File: src/rtl/qc_ldpc_pkg.sv
// Shared types and helpers for the QC-LDPC datapath blocks.
package qc_ldpc_pkg;

  localparam int MAXZ_DEFAULT  = 16;
  localparam int TAG_W_DEFAULT = 8;
  localparam int SW_DEFAULT    = $clog2(MAXZ_DEFAULT);
  localparam int ZW_DEFAULT    = $clog2(MAXZ_DEFAULT + 1);

  typedef enum logic {
    SHIFT_RIGHT = 1'b0,
    SHIFT_LEFT  = 1'b1
  } shift_dir_e;

  typedef struct packed {
    logic [MAXZ_DEFAULT-1:0]  data;
    logic [SW_DEFAULT-1:0]    shift;
    logic [ZW_DEFAULT-1:0]    z;
    shift_dir_e               dir;
    logic [TAG_W_DEFAULT-1:0] tag;
  } shifter_beat_t;

  // Number of pipeline levels needed to consume log_w amount bits, per_cycle at a time.
  function automatic int clog2_ceil_div(input int log_w, input int per_cycle);
    return (log_w + per_cycle - 1) / per_cycle;
  endfunction

endpackage

File: src/rtl/qc_barrel_stage.sv
// One pipeline level of the dual barrel shifter: applies N levels, starting at
// amount bit OFFSET, to A (right shift by r) and B (left shift by rc), then registers.
module qc_barrel_stage import qc_ldpc_pkg::*; #(
  parameter int MAXZ   = MAXZ_DEFAULT,
  parameter int SW     = SW_DEFAULT,
  parameter int TAG_W  = TAG_W_DEFAULT,
  parameter int OFFSET = 0,
  parameter int N      = 2
) (
  input  logic             CLK,
  input  logic             rst,
  input  logic             en,
  input  logic             src_valid,
  input  logic [MAXZ-1:0]  src_a,
  input  logic [MAXZ-1:0]  src_b,
  input  logic [MAXZ-1:0]  src_mask,
  input  logic [SW-1:0]    src_r,
  input  logic [SW-1:0]    src_rc,
  input  logic             src_err,
  input  logic [TAG_W-1:0] src_tag,
  output logic             dst_valid,
  output logic [MAXZ-1:0]  dst_a,
  output logic [MAXZ-1:0]  dst_b,
  output logic [MAXZ-1:0]  dst_mask,
  output logic [SW-1:0]    dst_r,
  output logic [SW-1:0]    dst_rc,
  output logic             dst_err,
  output logic [TAG_W-1:0] dst_tag
);

  logic [MAXZ-1:0] a_next;
  logic [MAXZ-1:0] b_next;

  always_comb begin
    a_next = src_a;
    b_next = src_b;
    for (int j = 0; j < N; j++) begin
      if (src_r[OFFSET + j])  a_next = a_next >> (32'd1 << (OFFSET + j));
      if (src_rc[OFFSET + j]) b_next = b_next << (32'd1 << (OFFSET + j));
    end
  end

  always_ff @(posedge CLK) begin
    if (rst) begin
      dst_valid <= 1'b0;
      dst_a     <= '0;
      dst_b     <= '0;
      dst_mask  <= '0;
      dst_r     <= '0;
      dst_rc    <= '0;
      dst_err   <= 1'b0;
      dst_tag   <= '0;
    end else if (en) begin
      dst_valid <= src_valid;
      dst_a     <= a_next;
      dst_b     <= b_next;
      dst_mask  <= src_mask;
      dst_r     <= src_r;
      dst_rc    <= src_rc;
      dst_err   <= src_err;
      dst_tag   <= src_tag;
    end
  end

endmodule

File: src/rtl/qc_var_z_shifter.sv
// Pipelined variable-Z circular shifter: rotates the low in_z bits of a MAXZ-wide
// word by a runtime amount, with global-stall valid/ready handshaking and a tag.
module qc_var_z_shifter import qc_ldpc_pkg::*; #(
  parameter int  MAXZ             = MAXZ_DEFAULT,
  parameter int  STAGES_PER_CYCLE = 2,
  parameter int  TAG_W            = TAG_W_DEFAULT,
  localparam int LOG              = $clog2(MAXZ),
  localparam int SW               = LOG,
  localparam int ZW               = $clog2(MAXZ + 1)
) (
  input  logic             CLK,
  input  logic             rst,
  input  logic             in_valid,
  output logic             in_ready,
  input  logic [MAXZ-1:0]  in_data,
  input  logic [SW-1:0]    in_shift,
  input  logic [ZW-1:0]    in_z,
  input  logic             in_dir,
  input  logic [TAG_W-1:0] in_tag,
  output logic             out_valid,
  input  logic             out_ready,
  output logic [MAXZ-1:0]  out_data,
  output logic [TAG_W-1:0] out_tag,
  output logic             out_err
);

  localparam int P   = clog2_ceil_div(LOG, STAGES_PER_CYCLE);
  localparam int LAT = P + 2;

  logic adv;
  assign adv      = !out_valid || out_ready;
  assign in_ready = adv;

  logic [MAXZ-1:0] mask_c;
  logic [ZW-1:0]   shift_z;
  logic [ZW-1:0]   r_full;
  logic [ZW-1:0]   rc_full;
  logic            err_c;

  // Left rotation by s is folded into a right rotation by Z-s, so the shifter
  // only ever sees one direction; rc is the complementary left amount for the wrap.
  always_comb begin
    mask_c = '0;
    for (int i = 0; i < MAXZ; i++) begin
      mask_c[i] = (ZW'(i) < in_z);
    end
    shift_z = ZW'(in_shift);
    if ((shift_dir_e'(in_dir) == SHIFT_LEFT) && (shift_z != '0)) begin
      r_full = in_z - shift_z;
    end else begin
      r_full = shift_z;
    end
    rc_full = (r_full == '0) ? '0 : (in_z - r_full);
    err_c   = (in_z == '0) || (in_z > ZW'(MAXZ)) || (shift_z >= in_z);
  end

  logic             s0_valid;
  logic [MAXZ-1:0]  s0_x;
  logic [MAXZ-1:0]  s0_mask;
  logic [SW-1:0]    s0_r;
  logic [SW-1:0]    s0_rc;
  logic             s0_err;
  logic [TAG_W-1:0] s0_tag;

  always_ff @(posedge CLK) begin
    if (rst) begin
      s0_valid <= 1'b0;
      s0_x     <= '0;
      s0_mask  <= '0;
      s0_r     <= '0;
      s0_rc    <= '0;
      s0_err   <= 1'b0;
      s0_tag   <= '0;
    end else if (adv) begin
      s0_valid <= in_valid;
      s0_x     <= in_data & mask_c;
      s0_mask  <= mask_c;
      s0_r     <= SW'(r_full);
      s0_rc    <= SW'(rc_full);
      s0_err   <= err_c;
      s0_tag   <= in_tag;
    end
  end

  logic             pipe_valid [P];
  logic [MAXZ-1:0]  pipe_a     [P];
  logic [MAXZ-1:0]  pipe_b     [P];
  logic [MAXZ-1:0]  pipe_mask  [P];
  logic [SW-1:0]    pipe_r     [P];
  logic [SW-1:0]    pipe_rc    [P];
  logic             pipe_err   [P];
  logic [TAG_W-1:0] pipe_tag   [P];

  for (genvar g = 0; g < P; g++) begin : g_stage
    localparam int OFS = g * STAGES_PER_CYCLE;
    localparam int NL  = (g == P - 1) ? (LOG - OFS) : STAGES_PER_CYCLE;

    if (g == 0) begin : g_first
      qc_barrel_stage #(
        .MAXZ(MAXZ), .SW(SW), .TAG_W(TAG_W), .OFFSET(OFS), .N(NL)
      ) u_stage (
        .CLK(CLK), .rst(rst), .en(adv),
        .src_valid(s0_valid), .src_a(s0_x), .src_b(s0_x), .src_mask(s0_mask),
        .src_r(s0_r), .src_rc(s0_rc), .src_err(s0_err), .src_tag(s0_tag),
        .dst_valid(pipe_valid[g]), .dst_a(pipe_a[g]), .dst_b(pipe_b[g]),
        .dst_mask(pipe_mask[g]), .dst_r(pipe_r[g]), .dst_rc(pipe_rc[g]),
        .dst_err(pipe_err[g]), .dst_tag(pipe_tag[g])
      );
    end else begin : g_next
      qc_barrel_stage #(
        .MAXZ(MAXZ), .SW(SW), .TAG_W(TAG_W), .OFFSET(OFS), .N(NL)
      ) u_stage (
        .CLK(CLK), .rst(rst), .en(adv),
        .src_valid(pipe_valid[g-1]), .src_a(pipe_a[g-1]), .src_b(pipe_b[g-1]),
        .src_mask(pipe_mask[g-1]), .src_r(pipe_r[g-1]), .src_rc(pipe_rc[g-1]),
        .src_err(pipe_err[g-1]), .src_tag(pipe_tag[g-1]),
        .dst_valid(pipe_valid[g]), .dst_a(pipe_a[g]), .dst_b(pipe_b[g]),
        .dst_mask(pipe_mask[g]), .dst_r(pipe_r[g]), .dst_rc(pipe_rc[g]),
        .dst_err(pipe_err[g]), .dst_tag(pipe_tag[g])
      );
    end
  end

  // Merge the two shifted halves; the mask drops the wrapped copy above Z.
  always_ff @(posedge CLK) begin
    if (rst) begin
      out_valid <= 1'b0;
      out_data  <= '0;
      out_tag   <= '0;
      out_err   <= 1'b0;
    end else if (adv) begin
      out_valid <= pipe_valid[P-1];
      out_data  <= pipe_err[P-1] ? '0 : ((pipe_a[P-1] | pipe_b[P-1]) & pipe_mask[P-1]);
      out_tag   <= pipe_tag[P-1];
      out_err   <= pipe_err[P-1];
    end
  end

endmodule

File: config.mk
export PLATFORM = sky130hd
export DESIGN_NAME = qc_var_z_shifter
export DESIGN_NICKNAME = d
export VERILOG_FILES = /design/src/rtl/qc_ldpc_pkg.sv /design/src/rtl/qc_barrel_stage.sv /design/src/rtl/qc_var_z_shifter.sv
export SDC_FILE = /design/constraint.sdc
export NUM_CORES = 1
export LEC_CHECK = 0
export BUFFER_PORTS_ARGS = -buffer_cell sky130_fd_sc_hd__buf_2
export CAP_MARGIN = 40
export CORE_MARGIN = 2
export CORE_UTILIZATION = 35
export DETAILED_ROUTE_END_ITERATION = 10
export PLACE_DENSITY = 0.5
export REMOVE_ABC_BUFFERS = 1
export SLEW_MARGIN = 5
export SYNTH_ARGS = -nofsm -noshare
export SYNTH_HDL_FRONTEND = slang
export SYNTH_SLANG_ARGS = --single-unit
File: constraint.sdc
create_clock -name CLK -period 7.4 [get_ports CLK]
set_input_delay 1.11 -clock CLK [delete_from_list [all_inputs] [get_ports CLK]]
set_output_delay 1.11 -clock CLK [all_outputs]
set_load 0.03 [all_outputs]
==> impl_metrics.tcl, run 1 <==
set metrics [dict create \
    coreArea_mm2 0.0235 \
    start_kind "primary input" \
    async_reset_ff_share_pct 0 \
    worstPathRequired_ns 6.29 \
    drc_errors 0 \
    grt_max_degree 142 \
    synth_edf_count 0 \
    first_pass_iters 5 \
    slew_headroom_pct 43.0 \
    multi_input_area_mm2 0.00414 \
    vias_per_cell 5.00 \
    hold_class "flip-flop to flip-flop" \
    top_level_ports 65 \
    dpl_cell_area_mm2 0.00899 \
    timing.fmax_mhz 271 \
    diodes 0 \
    cap_violations 0 \
    ys_warn_count 0 \
    gr-total-overflow 0 \
    skew_ns 0.00900 \
    synth_top_area_share_pct 46.5 \
    final_area_mm2 0.00961 \
    grt_first_pass_wirelength_mm 34.7 \
    setup_viol 0 \
    cts_buffer_depth 2 \
    initial_core_util_pct 35.8 \
    ant_nets 0 \
    vias 6779 \
    instances_no_fill 1355 \
    post_route_cells_drive_above_1_share_pct 14.6 \
    outcome "finished clean" \
    cts_tree "done" \
    cts.clk_slew.worst_paths_ns 0.08 \
    place_hpwl_mm 13.6 \
    synthFlopType "dfxtp_1" \
    worstPathCellList "buf_2 -> nor2b_4 -> buf_4 -> inv_4 -> buf_2" \
    clk_latency_ns 0.44 \
    finalHoldViolations 0 \
    ys_top_cells_by_area "dfxtp_1 47%, nand2_1 11%, a21oi_1 9.6%" \
    syn_to_final_growth_pct 14.0 \
    portBuffers 64 \
    crit_arrival_ns 2.58 \
    crit_fanout 68 \
    final.min_clock_period_ns 3.69 \
    synth_area_per_cell_um2 8.31 \
    antenna_found_initial 0 \
    slowest_stage "buf_4" \
    syn_area_mm2 0.00843 \
    fp.dieW_um 159 \
    cts.sinks 196 \
    gp_congestion 0.788 \
    nets 1069 \
    synth.distinct_cells 45 \
    ir_worst_vdd_uv 142 \
    seqCellArea_mm2 0.00392 \
    cpMostUsedCell "buf_2" \
    cts_buffers 17 \
    drtIter0Drc 462 \
    placedCellCount 1323 \
    cts_hold_buffers 0 \
    worst_pin_slew_ns 0.854 \
    cts_setup_buffers 0 \
    crit_type "primary input to primary output" \
    max_stage_delay_ns 0.57 \
    dieArea_mm2 0.0253 \
    root_buffer "clkbuf_16" \
    maxSlewViolCount 0 \
    rows 56 \
    tns_ns 0 \
    dieHeight_um 159 \
    grt_pass1_vias 6279 \
    synth_seq_cells 196 \
    cts-resized-gates 0 \
    htree_num_levels 4 \
    grt_usage_pct 16.9 \
    period_share_pct 49.9 \
    rsz0062_at_grt "no" \
    wl_per_cell_um 15.7 \
    fillers 2494 \
    end_kind "primary output" \
    power_leakage_nw 3.62 \
    synth_top_cell_by_area "dfxtp_1" \
    final_util_pct 40.8 \
    routed_wl_mm 21.3 \
    power_density_mw_per_mm2 250 \
    syn-instance-count 1014 \
    yosysSeqAreaShare_pct 46.5 \
]
final timing paths:
| path | start | to | slack [ns] | cells after the start |
|---|---|---|---|---|
| setup / recovery | out_ready | in_ready | 3.71 | 5 |
| hold / removal | out_tag[0] | out_tag[0] | 0.45 | 2 |
| setup reg to reg | out_valid | g_stage[0].g_first.u_stage.dst_b[2] | 4.85 | 7 |
| hold reg to reg | out_tag[0] | out_tag[0] | 0.45 | 2 |
synthesized netlist by cell type, types with 2 or more instances:
cell type,instances
nand3_1,12
a22oi_1,17
or2_2,2
fa_1,2
nand3_2,2
nor2b_1,3
ha_1,6
mux2i_1,24
nor2_1,104
buf_1,7
inv_2,2
a41o_1,2
a21o_1,3
nand2b_1,2
dfxtp_1,196
buf_2,7
nand2_1,255
nor4b_1,16
o211ai_1,14
a211oi_1,8
xnor2_1,5
mux2_2,8
o221ai_1,10
nor3_1,14
a21oi_1,161
o21ai_0,12
clkbuf_1,71
inv_1,9
mux4_2,24
report_power, final:
part | total [mW] | internal (mW) | switching, mW
clock network | 0.966 | 0.515 | 0.451
registers | 1.17 | 1.11 | 0.0617
logic | 0.262 | 0.122 | 0.140
metal layers:
metal | vias to the layer above | global-route usage [%] | routed length, µm
met1 | 3157 | 24.7 | 11100
met3 | 17 | 3.07 | 608
met2 | 97 | 25.6 | 9330
met4 | 0 | 4.75 | 249
met5 | - | 0 | 0
li1 | 3508 | - | -
cell usage in the layout, fill, tap and decap left out, drive strengths merged, types with 2 or more instances in the layout:
cell type	count
a211oi	9
a21o	3
a21oi	161
a22oi	17
a41o	2
buf	75
bufinv	2
clkbuf	17
clkinv	5
clkinvlp	3
dfxtp	196
fa	2
ha	6
inv	16
mux2	8
mux2i	24
mux4	24
nand2	255
nand2b	2
nand3	14
nor2	104
nor2b	4
nor3	14
nor4b	16
o211ai	14
o21ai	12
o221ai	10
or2	2
xnor2	5
sequential cells by signal (all words and copies together), names as in the netlist, 2 cells and up:
name                              cells
g_stage.g_first.u_stage.dst_a        16
g_stage.g_first.u_stage.dst_b        16
g_stage.g_first.u_stage.dst_mask     16
g_stage.g_first.u_stage.dst_r         2
g_stage.g_first.u_stage.dst_rc        2
g_stage.g_first.u_stage.dst_tag       8
g_stage.g_next.u_stage.dst_a         16
g_stage.g_next.u_stage.dst_b         16
g_stage.g_next.u_stage.dst_mask      16
g_stage.g_next.u_stage.dst_tag        8
out_data                             16
out_tag                               8
s0_mask                              16
s0_r                                  4
s0_rc                                 4
s0_tag                                8
s0_x                                 16
metrics by stage:
step	hold slack, ns	power [mW]	setup slack [ns]
2_1_floorplan	0.421	1.36	-6.08
3_3_place_gp	0.433	1.45	3.69
3_5_place_dp	0.440	1.46	3.66
4_1_cts	0.449	2.43	3.68
5_1_grt	0.462	2.52	3.57
6_report	0.448	2.40	3.71
cells by family (layout without fill, tap and decap cells):
kind of cell	Yosys count	after routing	share of synthesized area, %
and+or+nand+nor	417	417	20.6
AOI/OAI and AO/OA	236	236	16.2
DFF	196	196	46.5
buffers and inverters	96	118	4.38
muxes	56	56	10.3
adders and majority gates	8	8	1.37
xor gates and xnor gates	5	5	0.519
final cells by class:
type,count,area share (%)
Clock buffer,17,4.43
Clock inverter,15,2.03
Inverter,11,0.456
Multi-Input combinational cell,722,43.1
Sequential cell,196,40.8
Tap cell,319,4.15
Timing Repair Buffer,75,4.99
critical path: cells and delay by family:
kind | cells | cell delay [ns]
and+or+nand+nor | 1 | 0.09
buffers and inverters | 4 | 1.34
(Power assumes the default switching activity.)
==> run 2, diff against run 1 <==
--- a/config.mk
+++ b/config.mk
@@ -10,7 +10,7 @@
 export CORE_MARGIN = 2
 export CORE_UTILIZATION = 35
 export DETAILED_ROUTE_END_ITERATION = 10
-export PLACE_DENSITY = 0.5
+export PLACE_DENSITY = 0.52
 export REMOVE_ABC_BUFFERS = 1
 export SLEW_MARGIN = 5
 export SYNTH_ARGS = -nofsm -noshare
==> constraint.sdc (replaced) <==
create_clock -name CLK -period 3.3 [get_ports CLK]
set_input_delay 0.495 -clock CLK [delete_from_list [all_inputs] [get_ports CLK]]
set_output_delay 0.495 -clock CLK [all_outputs]
set_load 0.03 [all_outputs]
==> impl_metrics.tcl, run 2 (same netlist as run 1, synthesis figures left out) <==
set metrics [dict create \
    drtIter0Drc 407 \
    grt_usage_pct 16.8 \
    clk_latency_ns 0.43 \
    internal_power_mw 3.85 \
    swShare_pct 27.4 \
    cts_hold_buffers 0 \
    r2r_end "g_stage[1].g_next.u_stage.dst_b[3]" \
    dieHeight_um 159 \
    cts.sinks 196 \
    fillers 2500 \
    cp-endpoint "s0_rc[3]" \
    first_pass_iters 5 \
    setup_viol 0 \
    place_hpwl_mm 13.8 \
    rr_worst_depth 5 \
    fp.dieW_um 159 \
    drc_errors 0 \
    cts_buffer_depth 2 \
    coreArea_mm2 0.0235 \
    antenna_found_initial 0 \
    mostFrequentLayoutCell "nand2_1" \
    cts-resized-gates 0 \
    ant_nets 0 \
    maxSlewViolCount 0 \
    root_buffer "clkbuf_16" \
    finalHoldViolations 0 \
    initial_core_util_pct 35.8 \
    gr-total-overflow 0 \
    vias_per_cell 5.05 \
    grt_max_degree 133 \
    power_frac_seq_pct 49.8 \
    layout_common_cells "255 x nand2_1, 196 x dfxtp_1, 161 x a21oi_1" \
    skew_ns 0.0103 \
    power_density_mw_per_mm2 549 \
    switching_power_mw 1.45 \
    power_leakage_nw 3.64 \
    timing.fmax_mhz 379 \
    syn_to_final_growth_pct 14.4 \
    diodes 0 \
    worst_pin_slew_ns 0.912 \
    cts_tree "done" \
    outcome "finished clean" \
    worst-r2r-setup-slack_ns 1.37 \
    crit_arrival_ns 3.00 \
    multi_input_area_mm2 0.00414 \
    top_level_ports 65 \
    crit_fanout 3 \
    htree_num_levels 4 \
    grt_first_pass_wirelength_mm 34.9 \
    wl_per_cell_um 15.5 \
    period_share_pct 79.9 \
    rows 56 \
    ir_worst_vdd_uv 330 \
    crit_type "primary input to flip-flop" \
    routed_wl_mm 21.1 \
    cts_buffers 17 \
    hold_class "primary input to flip-flop" \
    slew_headroom_pct 39.1 \
    portBuffers 64 \
    power_frac_comb_pct 11.1 \
    tns_ns 0 \
    pwr-share-clk_pct 39.2 \
    dieArea_mm2 0.0253 \
    worstSetupStartpoint "in_z[0]" \
    worstPathRequired_ns 3.66 \
    post_route_cells_drive_above_1_share_pct 15.1 \
    r2r_start "out_valid" \
    cts.clk_slew.worst_paths_ns 0.08 \
    cap_violations 0 \
    vias 6879 \
    grt_pass1_vias 6506 \
    nets 1076 \
    gp_congestion 0.838 \
    final.min_clock_period_ns 2.64 \
    cts_setup_buffers 0 \
    final_util_pct 41.0 \
    seqCellArea_mm2 0.00392 \
    start_kind "primary input" \
    rsz0062_at_grt "no" \
    end_kind "flip-flop" \
]
==> run 2: power by group through the flow <==
| stage | combinational (mW) | clock, mW | sequential (mW) |
|---|---|---|---|
| 3_3_place_gp | 0.562 | 0 | 2.71 |
| 2_1_floorplan | 0.378 | 0 | 2.66 |
| 4_1_cts | 0.591 | 2.13 | 2.64 |
| 3_5_place_dp | 0.589 | 0 | 2.69 |
| 5_1_grt | 0.658 | 2.22 | 2.66 |
| 6_report | 0.586 | 2.08 | 2.64 |
==> run 2: area by class of cell <==
cell class                      instances  area share [%]
Multi-Input combinational cell        722            43.0
Sequential cell                       196            40.7
Tap cell                              319            4.14
Clock buffer                           17            4.41
Timing Repair Buffer                   82            5.54
Inverter                               11           0.454
Clock inverter                         15            1.83
==> run 2: how the worst min path moves through the flow <==
stage | from | endpoint | slack, ns | cells past startpoint
after global routing | in_tag[0] | s0_tag[0] | 0.30 | 3
after floorplan | g_stage[1].g_next.u_stage.dst_mask[0] | g_stage[1].g_next.u_stage.dst_mask[0] | 0.42 | 2
final | in_tag[6] | s0_tag[6] | 0.29 | 3
after CTS | in_tag[6] | s0_tag[6] | 0.27 | 3
after global placement | g_stage[1].g_next.u_stage.dst_mask[14] | g_stage[1].g_next.u_stage.dst_mask[14] | 0.43 | 2
after detailed placement | g_stage[1].g_next.u_stage.dst_mask[12] | g_stage[1].g_next.u_stage.dst_mask[12] | 0.44 | 2
==> run 2: metrics by stage <==
stage                     area, µm²  power [mW]  setup WS (ns)  hold slack [ns]  instances
final                          9650        5.30          0.664            0.295       1362
after global routing           9650        5.54          0.465            0.297       1362
after CTS                      9650        5.36          0.670            0.274       1362
after detailed placement       9040        3.28          0.219            0.440       1330
after global placement         8990        3.27          0.260            0.434       1327
after floorplan                8100        3.04          -9.32            0.421        929
==> run 2: worst max-delay path, stage by stage <==
cell and delay, ns:
buf_2 0.12, inv_1 0.05, ha_1 0.20, inv_1 0.08
fa_1 0.41, xnor2_1 0.23, nand3_2 0.11, nand2_1 0.12
ha_1 0.27, a21oi_1 0.15, nand2_1 0.08, xnor2_1 0.14
or3b_1 0.36, a211oi_2 0.17
==> run 2: per-layer routing <==
layer	track usage [%]	wire length, µm	up-vias
li1	-	-	3511
met1	23.8	10800	3243
met2	26.4	9460	106
met3	2.40	603	19
met4	5.25	310	0
met5	0	0	-
